$ cat src/rtl/axi_uart_console_pkg.sv
// Shared types and constants for the AXI4 UART console: channel payloads,
// response/burst encodings, register map and the per-beat address step.
package axi_uart_console_pkg;

    localparam int unsigned AddrWidth = 32;
    localparam int unsigned DataWidth = 32;
    localparam int unsigned StrbWidth = DataWidth / 8;
    localparam int unsigned IdWidth   = 6;
    localparam int unsigned LaneWidth = $clog2(StrbWidth);
    localparam int unsigned OffWidth  = 5;
    localparam int unsigned LenWidth  = 8;

    typedef logic [1:0] resp_t;
    localparam resp_t RespOkay = 2'b00;

    typedef logic [1:0] burst_t;
    localparam burst_t BurstFixed = 2'b00;
    localparam burst_t BurstIncr  = 2'b01;
    localparam burst_t BurstWrap  = 2'b10;

    localparam logic [OffWidth-1:0] RegThr  = 5'h00;
    localparam logic [OffWidth-1:0] RegLsr  = 5'h14;
    localparam logic [7:0]          LsrIdle = 8'h60;

    typedef enum logic [1:0] {WrIdle, WrData, WrResp} wr_state_e;
    typedef enum logic       {RdIdle, RdData} rd_state_e;

    typedef struct packed {
        logic [IdWidth-1:0]   id;
        logic [AddrWidth-1:0] addr;
        logic [LenWidth-1:0]  len;
        logic [2:0]           size;
        burst_t               burst;
    } aw_chan_t;

    typedef aw_chan_t ar_chan_t;

    typedef struct packed {
        logic [DataWidth-1:0] data;
        logic [StrbWidth-1:0] strb;
        logic                 last;
    } w_chan_t;

    typedef struct packed {
        logic [IdWidth-1:0] id;
        resp_t              resp;
    } b_chan_t;

    typedef struct packed {
        logic [IdWidth-1:0]   id;
        logic [DataWidth-1:0] data;
        resp_t                resp;
        logic                 last;
    } r_chan_t;

    typedef struct packed {
        aw_chan_t aw;
        logic     aw_valid;
        w_chan_t  w;
        logic     w_valid;
        logic     b_ready;
        ar_chan_t ar;
        logic     ar_valid;
        logic     r_ready;
    } axi_req_t;

    typedef struct packed {
        logic    aw_ready;
        logic    ar_ready;
        logic    w_ready;
        logic    b_valid;
        b_chan_t b;
        logic    r_valid;
        r_chan_t r;
    } axi_resp_t;

    // Address of the following beat: FIXED holds, INCR and WRAP step by 1<<size.
    function automatic logic [AddrWidth-1:0] next_addr(input logic [AddrWidth-1:0] addr,
                                                       input logic [2:0]           size,
                                                       input burst_t               burst);
        if (burst == BurstFixed) begin
            return addr;
        end
        return addr + (AddrWidth'(1) << size);
    endfunction

endpackage

$ cat src/rtl/axi_uart_console_regfile.sv
// Register decode for the console: THR write produces a registered character
// strobe, reads return LSR idle status or zero.
module axi_uart_regfile
    import axi_uart_console_pkg::*;
(
    input  logic                 clk_i,
    input  logic                 rst_i,
    input  logic                 wr_en_i,
    input  logic [OffWidth-1:0]  wr_off_i,
    input  logic [LaneWidth-1:0] wr_lane_i,
    input  logic [DataWidth-1:0] wr_data_i,
    input  logic [StrbWidth-1:0] wr_strb_i,
    input  logic [OffWidth-1:0]  rd_off_i,
    output logic [7:0]           rd_byte_c_o,
    output logic [7:0]           char_o,
    output logic                 char_valid_o
);

    logic       char_we_c;
    logic [7:0] char_byte_c;
    logic [7:0] char_q;
    logic       char_valid_q;

    // Decode a write beat into a character strobe and select the read byte.
    always_comb begin
        char_we_c   = wr_en_i && (wr_off_i == RegThr) && wr_strb_i[wr_lane_i];
        char_byte_c = wr_data_i[{wr_lane_i, 3'b000} +: 8];
        rd_byte_c_o = (rd_off_i == RegLsr) ? LsrIdle : 8'h00;
    end

    // Character output stage: one-cycle strobe, byte held until next write.
    always_ff @(posedge clk_i) begin
        if (rst_i) begin
            char_q       <= 8'h00;
            char_valid_q <= 1'b0;
        end else begin
            char_valid_q <= char_we_c;
            if (char_we_c) begin
                char_q <= char_byte_c;
            end
        end
    end

    assign char_o       = char_q;
    assign char_valid_o = char_valid_q;

endmodule

$ cat src/rtl/axi_uart_console.sv
// AXI4 slave console: independent single-outstanding write and read engines
// in front of a minimal 16550-style register map.
module axi_uart_console
    import axi_uart_console_pkg::*;
(
    input  logic      clk_i,
    input  logic      rst_i,
    input  logic      testmode_i,
    input  axi_req_t  axi_req_i,
    output axi_resp_t axi_resp_o,
    output logic [7:0] char_o,
    output logic      char_valid_o
);

    wr_state_e             wr_state_q, wr_state_d;
    logic [IdWidth-1:0]    wr_id_q, wr_id_d;
    logic [AddrWidth-1:0]  wr_addr_q, wr_addr_d;
    logic [LenWidth-1:0]   wr_len_q, wr_len_d;
    logic [2:0]            wr_size_q, wr_size_d;
    burst_t                wr_burst_q, wr_burst_d;
    logic [LenWidth-1:0]   wr_cnt_q, wr_cnt_d;
    logic                  aw_ready_q, w_ready_q, b_valid_q;

    rd_state_e             rd_state_q, rd_state_d;
    logic [IdWidth-1:0]    rd_id_q, rd_id_d;
    logic [AddrWidth-1:0]  rd_addr_q, rd_addr_d;
    logic [LenWidth-1:0]   rd_len_q, rd_len_d;
    logic [2:0]            rd_size_q, rd_size_d;
    burst_t                rd_burst_q, rd_burst_d;
    logic [LenWidth-1:0]   rd_cnt_q, rd_cnt_d;
    logic                  ar_ready_q, r_valid_q, r_last_q;
    logic [DataWidth-1:0]  r_data_q;

    logic                  aw_fire, w_fire, b_fire, ar_fire, r_fire;
    logic [7:0]            rd_byte_c;
    logic                  unused_testmode;

    assign unused_testmode = testmode_i;

    assign aw_fire = axi_req_i.aw_valid && aw_ready_q;
    assign w_fire  = axi_req_i.w_valid  && w_ready_q;
    assign b_fire  = b_valid_q && axi_req_i.b_ready;
    assign ar_fire = axi_req_i.ar_valid && ar_ready_q;
    assign r_fire  = r_valid_q && axi_req_i.r_ready;

    axi_uart_regfile u_regfile (
        .clk_i        (clk_i),
        .rst_i        (rst_i),
        .wr_en_i      (w_fire),
        .wr_off_i     (wr_addr_q[OffWidth-1:0]),
        .wr_lane_i    (wr_addr_q[LaneWidth-1:0]),
        .wr_data_i    (axi_req_i.w.data),
        .wr_strb_i    (axi_req_i.w.strb),
        .rd_off_i     (rd_addr_d[OffWidth-1:0]),
        .rd_byte_c_o  (rd_byte_c),
        .char_o       (char_o),
        .char_valid_o (char_valid_o)
    );

    // Write engine next state: latch AW, consume beats, hold B until accepted.
    always_comb begin
        wr_state_d = wr_state_q;
        wr_id_d    = wr_id_q;
        wr_addr_d  = wr_addr_q;
        wr_len_d   = wr_len_q;
        wr_size_d  = wr_size_q;
        wr_burst_d = wr_burst_q;
        wr_cnt_d   = wr_cnt_q;
        case (wr_state_q)
            WrIdle: begin
                if (aw_fire) begin
                    wr_id_d    = axi_req_i.aw.id;
                    wr_addr_d  = axi_req_i.aw.addr;
                    wr_len_d   = axi_req_i.aw.len;
                    wr_size_d  = axi_req_i.aw.size;
                    wr_burst_d = axi_req_i.aw.burst;
                    wr_cnt_d   = '0;
                    wr_state_d = WrData;
                end
            end
            WrData: begin
                if (w_fire) begin
                    wr_addr_d = next_addr(wr_addr_q, wr_size_q, wr_burst_q);
                    wr_cnt_d  = wr_cnt_q + LenWidth'(1);
                    if (axi_req_i.w.last || (wr_cnt_q == wr_len_q)) begin
                        wr_state_d = WrResp;
                    end
                end
            end
            WrResp: begin
                if (b_fire) begin
                    wr_state_d = WrIdle;
                end
            end
            default: wr_state_d = WrIdle;
        endcase
    end

    // Write engine registers; handshake outputs follow the next state.
    always_ff @(posedge clk_i) begin
        if (rst_i) begin
            wr_state_q <= WrIdle;
            wr_id_q    <= '0;
            wr_addr_q  <= '0;
            wr_len_q   <= '0;
            wr_size_q  <= '0;
            wr_burst_q <= BurstIncr;
            wr_cnt_q   <= '0;
            aw_ready_q <= 1'b0;
            w_ready_q  <= 1'b0;
            b_valid_q  <= 1'b0;
        end else begin
            wr_state_q <= wr_state_d;
            wr_id_q    <= wr_id_d;
            wr_addr_q  <= wr_addr_d;
            wr_len_q   <= wr_len_d;
            wr_size_q  <= wr_size_d;
            wr_burst_q <= wr_burst_d;
            wr_cnt_q   <= wr_cnt_d;
            aw_ready_q <= (wr_state_d == WrIdle);
            w_ready_q  <= (wr_state_d == WrData);
            b_valid_q  <= (wr_state_d == WrResp);
        end
    end

    // Read engine next state: latch AR, then stream len+1 beats.
    always_comb begin
        rd_state_d = rd_state_q;
        rd_id_d    = rd_id_q;
        rd_addr_d  = rd_addr_q;
        rd_len_d   = rd_len_q;
        rd_size_d  = rd_size_q;
        rd_burst_d = rd_burst_q;
        rd_cnt_d   = rd_cnt_q;
        case (rd_state_q)
            RdIdle: begin
                if (ar_fire) begin
                    rd_id_d    = axi_req_i.ar.id;
                    rd_addr_d  = axi_req_i.ar.addr;
                    rd_len_d   = axi_req_i.ar.len;
                    rd_size_d  = axi_req_i.ar.size;
                    rd_burst_d = axi_req_i.ar.burst;
                    rd_cnt_d   = '0;
                    rd_state_d = RdData;
                end
            end
            RdData: begin
                if (r_fire) begin
                    if (rd_cnt_q == rd_len_q) begin
                        rd_state_d = RdIdle;
                    end else begin
                        rd_cnt_d  = rd_cnt_q + LenWidth'(1);
                        rd_addr_d = next_addr(rd_addr_q, rd_size_q, rd_burst_q);
                    end
                end
            end
            default: rd_state_d = RdIdle;
        endcase
    end

    // Read engine registers; R payload is precomputed for the upcoming beat.
    always_ff @(posedge clk_i) begin
        if (rst_i) begin
            rd_state_q <= RdIdle;
            rd_id_q    <= '0;
            rd_addr_q  <= '0;
            rd_len_q   <= '0;
            rd_size_q  <= '0;
            rd_burst_q <= BurstIncr;
            rd_cnt_q   <= '0;
            ar_ready_q <= 1'b0;
            r_valid_q  <= 1'b0;
            r_last_q   <= 1'b0;
            r_data_q   <= '0;
        end else begin
            rd_state_q <= rd_state_d;
            rd_id_q    <= rd_id_d;
            rd_addr_q  <= rd_addr_d;
            rd_len_q   <= rd_len_d;
            rd_size_q  <= rd_size_d;
            rd_burst_q <= rd_burst_d;
            rd_cnt_q   <= rd_cnt_d;
            ar_ready_q <= (rd_state_d == RdIdle);
            r_valid_q  <= (rd_state_d == RdData);
            r_last_q   <= (rd_cnt_d == rd_len_d);
            r_data_q   <= DataWidth'(rd_byte_c) << {rd_addr_d[LaneWidth-1:0], 3'b000};
        end
    end

    // Pack the response channels.
    always_comb begin
        axi_resp_o          = '0;
        axi_resp_o.aw_ready = aw_ready_q;
        axi_resp_o.w_ready  = w_ready_q;
        axi_resp_o.b_valid  = b_valid_q;
        axi_resp_o.b.id     = wr_id_q;
        axi_resp_o.b.resp   = RespOkay;
        axi_resp_o.ar_ready = ar_ready_q;
        axi_resp_o.r_valid  = r_valid_q;
        axi_resp_o.r.id     = rd_id_q;
        axi_resp_o.r.data   = r_data_q;
        axi_resp_o.r.resp   = RespOkay;
        axi_resp_o.r.last   = r_last_q;
    end

endmodule

$ cat config.mk
export PLATFORM = sky130hd
export DESIGN_NAME = axi_uart_console
export DESIGN_NICKNAME = d
export VERILOG_FILES = /design/src/rtl/axi_uart_console_pkg.sv /design/src/rtl/axi_uart_console_regfile.sv /design/src/rtl/axi_uart_console.sv
export SDC_FILE = /design/constraint.sdc
export NUM_CORES = 1
export LEC_CHECK = 0
export CORE_MARGIN = 5
export CORE_UTILIZATION = 25
export CTS_CLUSTER_SIZE = 16
export DETAILED_ROUTE_END_ITERATION = 16
export DONT_BUFFER_PORTS = 1
export SYNTH_ARGS = -nofsm -noshare
export SYNTH_HDL_FRONTEND = slang
export SYNTH_SLANG_ARGS = --single-unit
$ cat constraint.sdc
create_clock -name clk_i -period 2.15 [get_ports clk_i]
set_input_delay 0.215 -clock clk_i [delete_from_list [all_inputs] [get_ports clk_i]]
set_output_delay 0.215 -clock clk_i [all_outputs]
set_load 0.03 [all_outputs]
### Yosys cells after proc, flatten, opt, wreduce, memory -nomap -nowiden

Index checks and enable logic that the tools add are counted.

| cells by class | value |
|---|---|
| add/subtract/negate cells | 4 |
| order comparisons | 1 |
| equal/unequal tests | 15 |
| shift operators | 4 |
| multiplexer cells | 38 |
| bitwise logic cells | 2 |
| reductions and logical operators | 19 |

Operator list:

| operator | count |
|---|---|
| 2-to-1 mux 32 bit | 7 |
| one-hot mux 32 bit (2 select lines) | 2 |
| adder 32 bit | 2 |
| left shift 1 x 3 -> 32 bit, first input constant | 2 |
| 2-to-1 mux 8 bit | 7 |
| one-hot mux 8 bit (2 select lines) | 2 |
| variable part select 32 x 6 -> 8 bit | 1 |
| left shift 8 x 5 -> 32 bit | 1 |
| == test 8 bit | 3 |
| adder 8 x 1 -> 8 bit, second input constant | 2 |
| 2-to-1 mux 1 bit | 11 |
| logical NOT 2 bit | 4 |
| 2-to-1 mux 2 bit | 4 |
| AND reduction 4 bit | 2 |
| logical AND 1 bit | 7 |
| 2-to-1 mux 7 bit | 1 |
| inequality test 2 bit, second input constant | 3 |
| inequality test 3 bit, second input constant | 2 |
| one-hot mux 2 bit (3 select lines) | 1 |
| == test 5 bit, second input constant | 1 |
| logical NOT 5 bit | 1 |
| 2-to-1 mux 5 bit | 1 |
| == test 2 x 1 -> 1 bit, second input constant | 2 |
| == test 2 bit, second input constant | 2 |
| 9 further kinds | 12 |

| storage, ports and cells | value |
|---|---|
| register bits after elaboration | 167 |
| bits of input ports | 147 |

### Logic depth before layout (Yosys ltp)

| depth | value |
|---|---|
| depth after elaboration | 12 |
| gate-level depth with buffers | 11 |
| mapped depth without buffers | 11 |

### Hierarchy

A second synthesis with hierarchy kept.

| unflattened totals | value |
|---|---|
| cells, all modules | 579 |
| area total of the unflattened synthesis | 5303.8 sq um |

Modules (own cells, without submodules):

| module | times used | cells each | area an instance (sq um) |
|---|---|---|---|
| axi_uart_console | 1 | 520 | 4594.4 |
| axi_uart_regfile | 1 | 59 | 709.4 |

### Least setup slack after synthesis

OpenSTA, ideal clock, no wires.

| timing | value |
|---|---|
| path kind | register to register |
| start | reg rd_size_q[2] |
| end | reg r_data_q[6] |
| setup time | 61 ps |
| arrival | 2113 ps |
| path slack | -24 ps |
| stages on the path, launching flop included | 11 |
| cell sequence | dfxtp_1 -> nor3_1 -> ha_1 -> fa_1 -> a21o_1 -> a21oi_1 -> and3_1 -> o21ai_1 -> xor2_1 -> a211oi_2 -> and4_1 |

| on the way | value |
|---|---|
| cells in the longest elaborated chain, start to end | 9 |

Ends and longest elaborated chain:

| item | line | RTL |
|---|---|---|
| from (decl) | axi_uart_console.sv:28 | `logic [2:0] rd_size_q, rd_size_d;` |
| from (signal assigned) | axi_uart_console.sv:180 | `rd_size_q <= rd_size_d;` |
| left shift 1 x 3 -> 32 bit (*) | axi_uart_console_pkg.sv:84 | `return addr + (AddrWidth'(1) << size);` |
| adder 32 bit (*) | axi_uart_console_pkg.sv:84 |  |
| 2-to-1 mux 32 bit (*) | axi_uart_console_pkg.sv:84 |  |
| 2-to-1 mux 32 bit (*) | axi_uart_console.sv:149 | `if (rd_cnt_q == rd_len_q) begin` |
| 2-to-1 mux 32 bit (*) | axi_uart_console.sv:148 | `if (r_fire) begin` |
| one-hot mux 32 bit (2 select lines) (*) | axi_uart_console.sv:135 | `case (rd_state_q)` |
| == test 5 bit | axi_uart_console_regfile.sv:28 | `rd_byte_c_o = (rd_off_i == RegLsr) ? LsrIdle : 8'h00;` |
| 2-to-1 mux 7 bit | axi_uart_console_regfile.sv:28 |  |
| left shift 8 x 5 -> 32 bit (*) | axi_uart_console.sv:186 | `r_data_q <= DataWidth'(rd_byte_c) << {rd_addr_d[LaneWidth-1:0], 3'b000};` |
| to (signal assigned) | axi_uart_console.sv:186 |  |
| to (decl) | axi_uart_console.sv:32 | `logic [DataWidth-1:0] r_data_q;` |

Every way passes the cells marked *; elsewhere a longest branch is shown, timed or not. The select of a mux whose other input is x is not followed.
A chain may end at the register's enable or synchronous reset.

### Worst setup path in the final report

| timing | value |
|---|---|
| start | reg rd_size_q[0] |
| end | reg r_data_q[6] |

The elaborated chain is that of the path after synthesis.

==> flow_metrics.py <==
metrics = {
    "status": {
        "status": "complete, no violations",
    },
    "sta": {
        "fmax_mhz": 469.0,
        "period_needed_ns": 2.132,
        "setup_violations": 0,
        "slew_viol_final": 0,
        "fin_crit_sh": 0.9917,
        "rsz0062_at_grt": "yes",
        "fin_worst_skew_ns": 0.01026,
        "tightest_slew_ns": 0.5867,
        "slew-limit-headroom": 0.6074,
        "hold_viol": 0,
    },
    "yosys": {
        "yosysTopAreaCell": "dfxtp_1",
        "ys_warn_count": 0,
        "synth-edff-count": 0,
        "yosysTopAreaCellShare": 0.3684,
        "ys_top_cells_by_area": "dfxtp_1 37%, nand2_1 7.8%, buf_4 6.7%",
        "async_reset_ff_frac": 0,
        "synth-seq-area-share": 0.3684,
        "synth_area_mm2": 0.004619,
        "synth_seq_cells": 85,
        "synthCells": 557,
        "synth.most_common_cell": "nand2_1",
        "dominantRegCellSynth": "dfxtp_1",
        "yosys-top-cells-count": "96 x nand2_1, 85 x dfxtp_1, 58 x a21oi_1",
        "synth_cell_types": 57,
        "avgSynthCellArea_um2": 8.293,
    },
    "detailed_routing": {
        "vias_per_cell": 4.489,
        "wire_per_inst_um": 13.98,
        "num_vias": 3784,
        "drc": 0,
        "m1WireLength_mm": 5.556,
        "firstDrtPassIters": 5,
        "wl_met2_mm": 5.227,
        "ant_nets": 0,
        "route.met3.wl_um": 848,
        "routed.top_layer": "met4",
        "drt_iter0_markers": 152,
        "finalWirelength_mm": 11.78,
    },
    "floorplan": {
        "core_mm2": 0.01809,
        "fp.dieW_um": 145.9,
        "initial_utilization": 0.2554,
        "die-height_um": 145.9,
        "io_pins": 210,
        "rows": 49,
        "die_area_mm2": 0.02130,
    },
    "worst_setup_path": {
        "crit_required_ns": 2.44,
        "critical_path_arrival_ns": 2.42,
        "worstSetupPathType": "flip-flop to flip-flop",
        "crit_chain": "nor3b_1, buf_4, fa_2, a21o_1, a21oi_2, and3_1, o21ai_2, xor2_1, a211oi_2, and4_1",
        "cpMaxStageDelayCell": "fa_2",
        "start_kind": "flip-flop",
        "path_max_fanout": 3,
        "cp-end-kind": "flip-flop",
        "critical_path.max_stage_delay_ns": 0.36,
    },
    "flow_run": {
        "drv_cap": 0,
    },
    "grt": {
        "grt_usage": 0.1087,
        "grt_max_degree": 75,
        "grt-ovfl-total": 0,
        "antenna_found_initial": 0,
        "grt_pass1_vias": 3672,
        "grt_first_pass_wirelength_mm": 18.74,
    },
    "clock_tree": {
        "clock-root-buffer": "clkbuf_16",
        "clock_latency_ns": 0.34,
        "cts_max_level": 3,
        "clock-sinks": 85,
        "clock_path_buffers": 2,
        "cts_tree": "built",
        "cts_buffers": 9,
        "clk_pin_slew_worst_paths_ns": 0.06,
    },
    "power_and_ir_drop": {
        "power_density_mw_per_mm2": 723.2,
        "peakVddDrop_uv": 329.3,
        "leakagePower_nw": 2.233,
    },
    "finish": {
        "postLayoutCellArea_mm2": 0.005644,
        "syn_to_final_growth_pct": 22.18,
        "drive_gt1_frac": 0.1612,
        "finish.net_count": 768,
        "final_util": 0.3121,
        "num_antenna_cells": 0,
    },
    "placed_design": {
        "io_buffers": 0,
        "gp_congestion": 0.7977,
        "place_area_mm2": 0.004987,
        "hpwlAfterDp_mm": 8.636,
    },
    "min_path": {
        "hp-class": "primary input to flip-flop",
    },
}
critical path, delay by kind of cell, from the launching register on:
kind	cells	cell delay, ns
DFF	1	0.32
and+or+nand+nor	3	0.52
buffers and inverters	1	0.14
adders and majority gates	1	0.36
AOI/OAI and AO/OA	4	0.59
xor gates and xnor gates	1	0.16
cell families (layout without fill, tap and decap cells):
kind of cell	after synthesis	after routing	share of synthesized area
and+or+nand+nor	221	221	0.2237
adders and majority gates	12	12	0.03575
AOI/OAI and AO/OA	100	100	0.1422
muxes	27	27	0.05986
other	1	31	0.0008118
xor gates and xnor gates	36	36	0.07151
DFF	85	85	0.3684
buffers and inverters	75	102	0.09778
cell usage in the layout, fill, tap and decap left out, types with 2 or more instances in the layout:
cell type / count
conb_1: 31
mux2i_1: 22
or2_2: 2
dfxtp_1: 82
dfxtp_2: 3
dlygate4sd3_1: 27
xnor2_2: 2
xnor2_1: 14
o21ai_0: 5
nor4_1: 5
nand2_1: 96
a21o_1: 5
nand3_1: 8
nand2b_1: 4
nand4_1: 5
o31a_1: 2
nor3_1: 5
xor2_1: 20
and3_1: 7
a21oi_1: 56
and3b_1: 4
inv_1: 6
nor2b_1: 11
nand3b_1: 4
o211ai_1: 2
clkbuf_16: 9
a22oi_1: 2
nor3b_1: 4
ha_1: 9
nor2_1: 56
a211oi_2: 3
and4_4: 2
clkinvlp_4: 3
a211oi_1: 10
mux2_1: 2
mux2_2: 3
a21oi_2: 3
buf_4: 51
power breakdown:
| group | total (mW) | switching [mW] | internal [mW] | leakage (nW) |
|---|---|---|---|---|
| Combinational | 0.738 | 0.421 | 0.316 | 1.40 |
| Clock | 1.58 | 0.675 | 0.904 | 0.138 |
| Sequential | 1.76 | 0.109 | 1.66 | 0.694 |
| Total | 4.08 | 1.21 | 2.88 | 2.23 |
stage by stage:
stage	setup slack, ns	hold slack [ns]	TNS (ns)	power [mW]	std cells
2_1_floorplan	0.02380	0.2839	0	2.345	587
3_3_place_gp	-0.09938	0.2898	-0.09938	2.448	797
3_5_place_dp	-0.1344	0.2915	-0.1344	2.458	797
4_1_cts	-0.006686	0.0003651	-0.006686	4.144	841
5_1_grt	-0.1319	0.0008640	-0.1361	4.320	843
6_report	0.01776	0.01319	0	4.082	843
layout make-up:
class | instances | area, um^2
clock inverter | 7 | 75.07
timing repair buffer | 80 | 700.7
clock buffer | 9 | 225.2
fill | 1907 | 12440
sequential | 85 | 1705
multi-input combinational | 427 | 2629
tap | 229 | 286.5
inverter | 6 | 22.52
registers in the layout (all words and copies together) (netlist names), 2 cells and up:
signal            flops
wr_burst_q            2
rd_len_q              8
rd_cnt_q              8
rd_addr_q             5
wr_size_q             3
wr_id_q               6
r_data_q              4
u_regfile.char_o      8
wr_cnt_q              8
wr_state_q            2
rd_id_q               6
rd_size_q             3
wr_len_q              8
wr_addr_q             5
rd_burst_q            2
layer usage:
metal,vias to the layer above,track usage
met1,1729,0.1464
met5,-,0
li1,1925,-
met4,0,0.03324
met3,10,0.03363
met2,120,0.1670
path summary, 6_finish.rpt:
path	startpoint	endpoint	slack (ns)	cells past startpoint
setup / recovery	rd_size_q[0]	r_data_q[6]	0.02	10
hold / removal	axi_req_i[49]	rd_id_q[2]	0.01	2
setup reg to reg	rd_size_q[0]	r_data_q[6]	0.02	10
hold reg to reg	wr_burst_q[1]	wr_burst_q[1]	0.47	2
repair_timing:
action,in CTS,in global routing
resized for setup,5,6
cloned,0,0
hold buffers,28,0
endpoints found under the hold margin,74,0
pin swaps,2,1
setup buffers,0,2
endpoints found under the setup margin,1,5
Power figures use the tool's default switching activity.
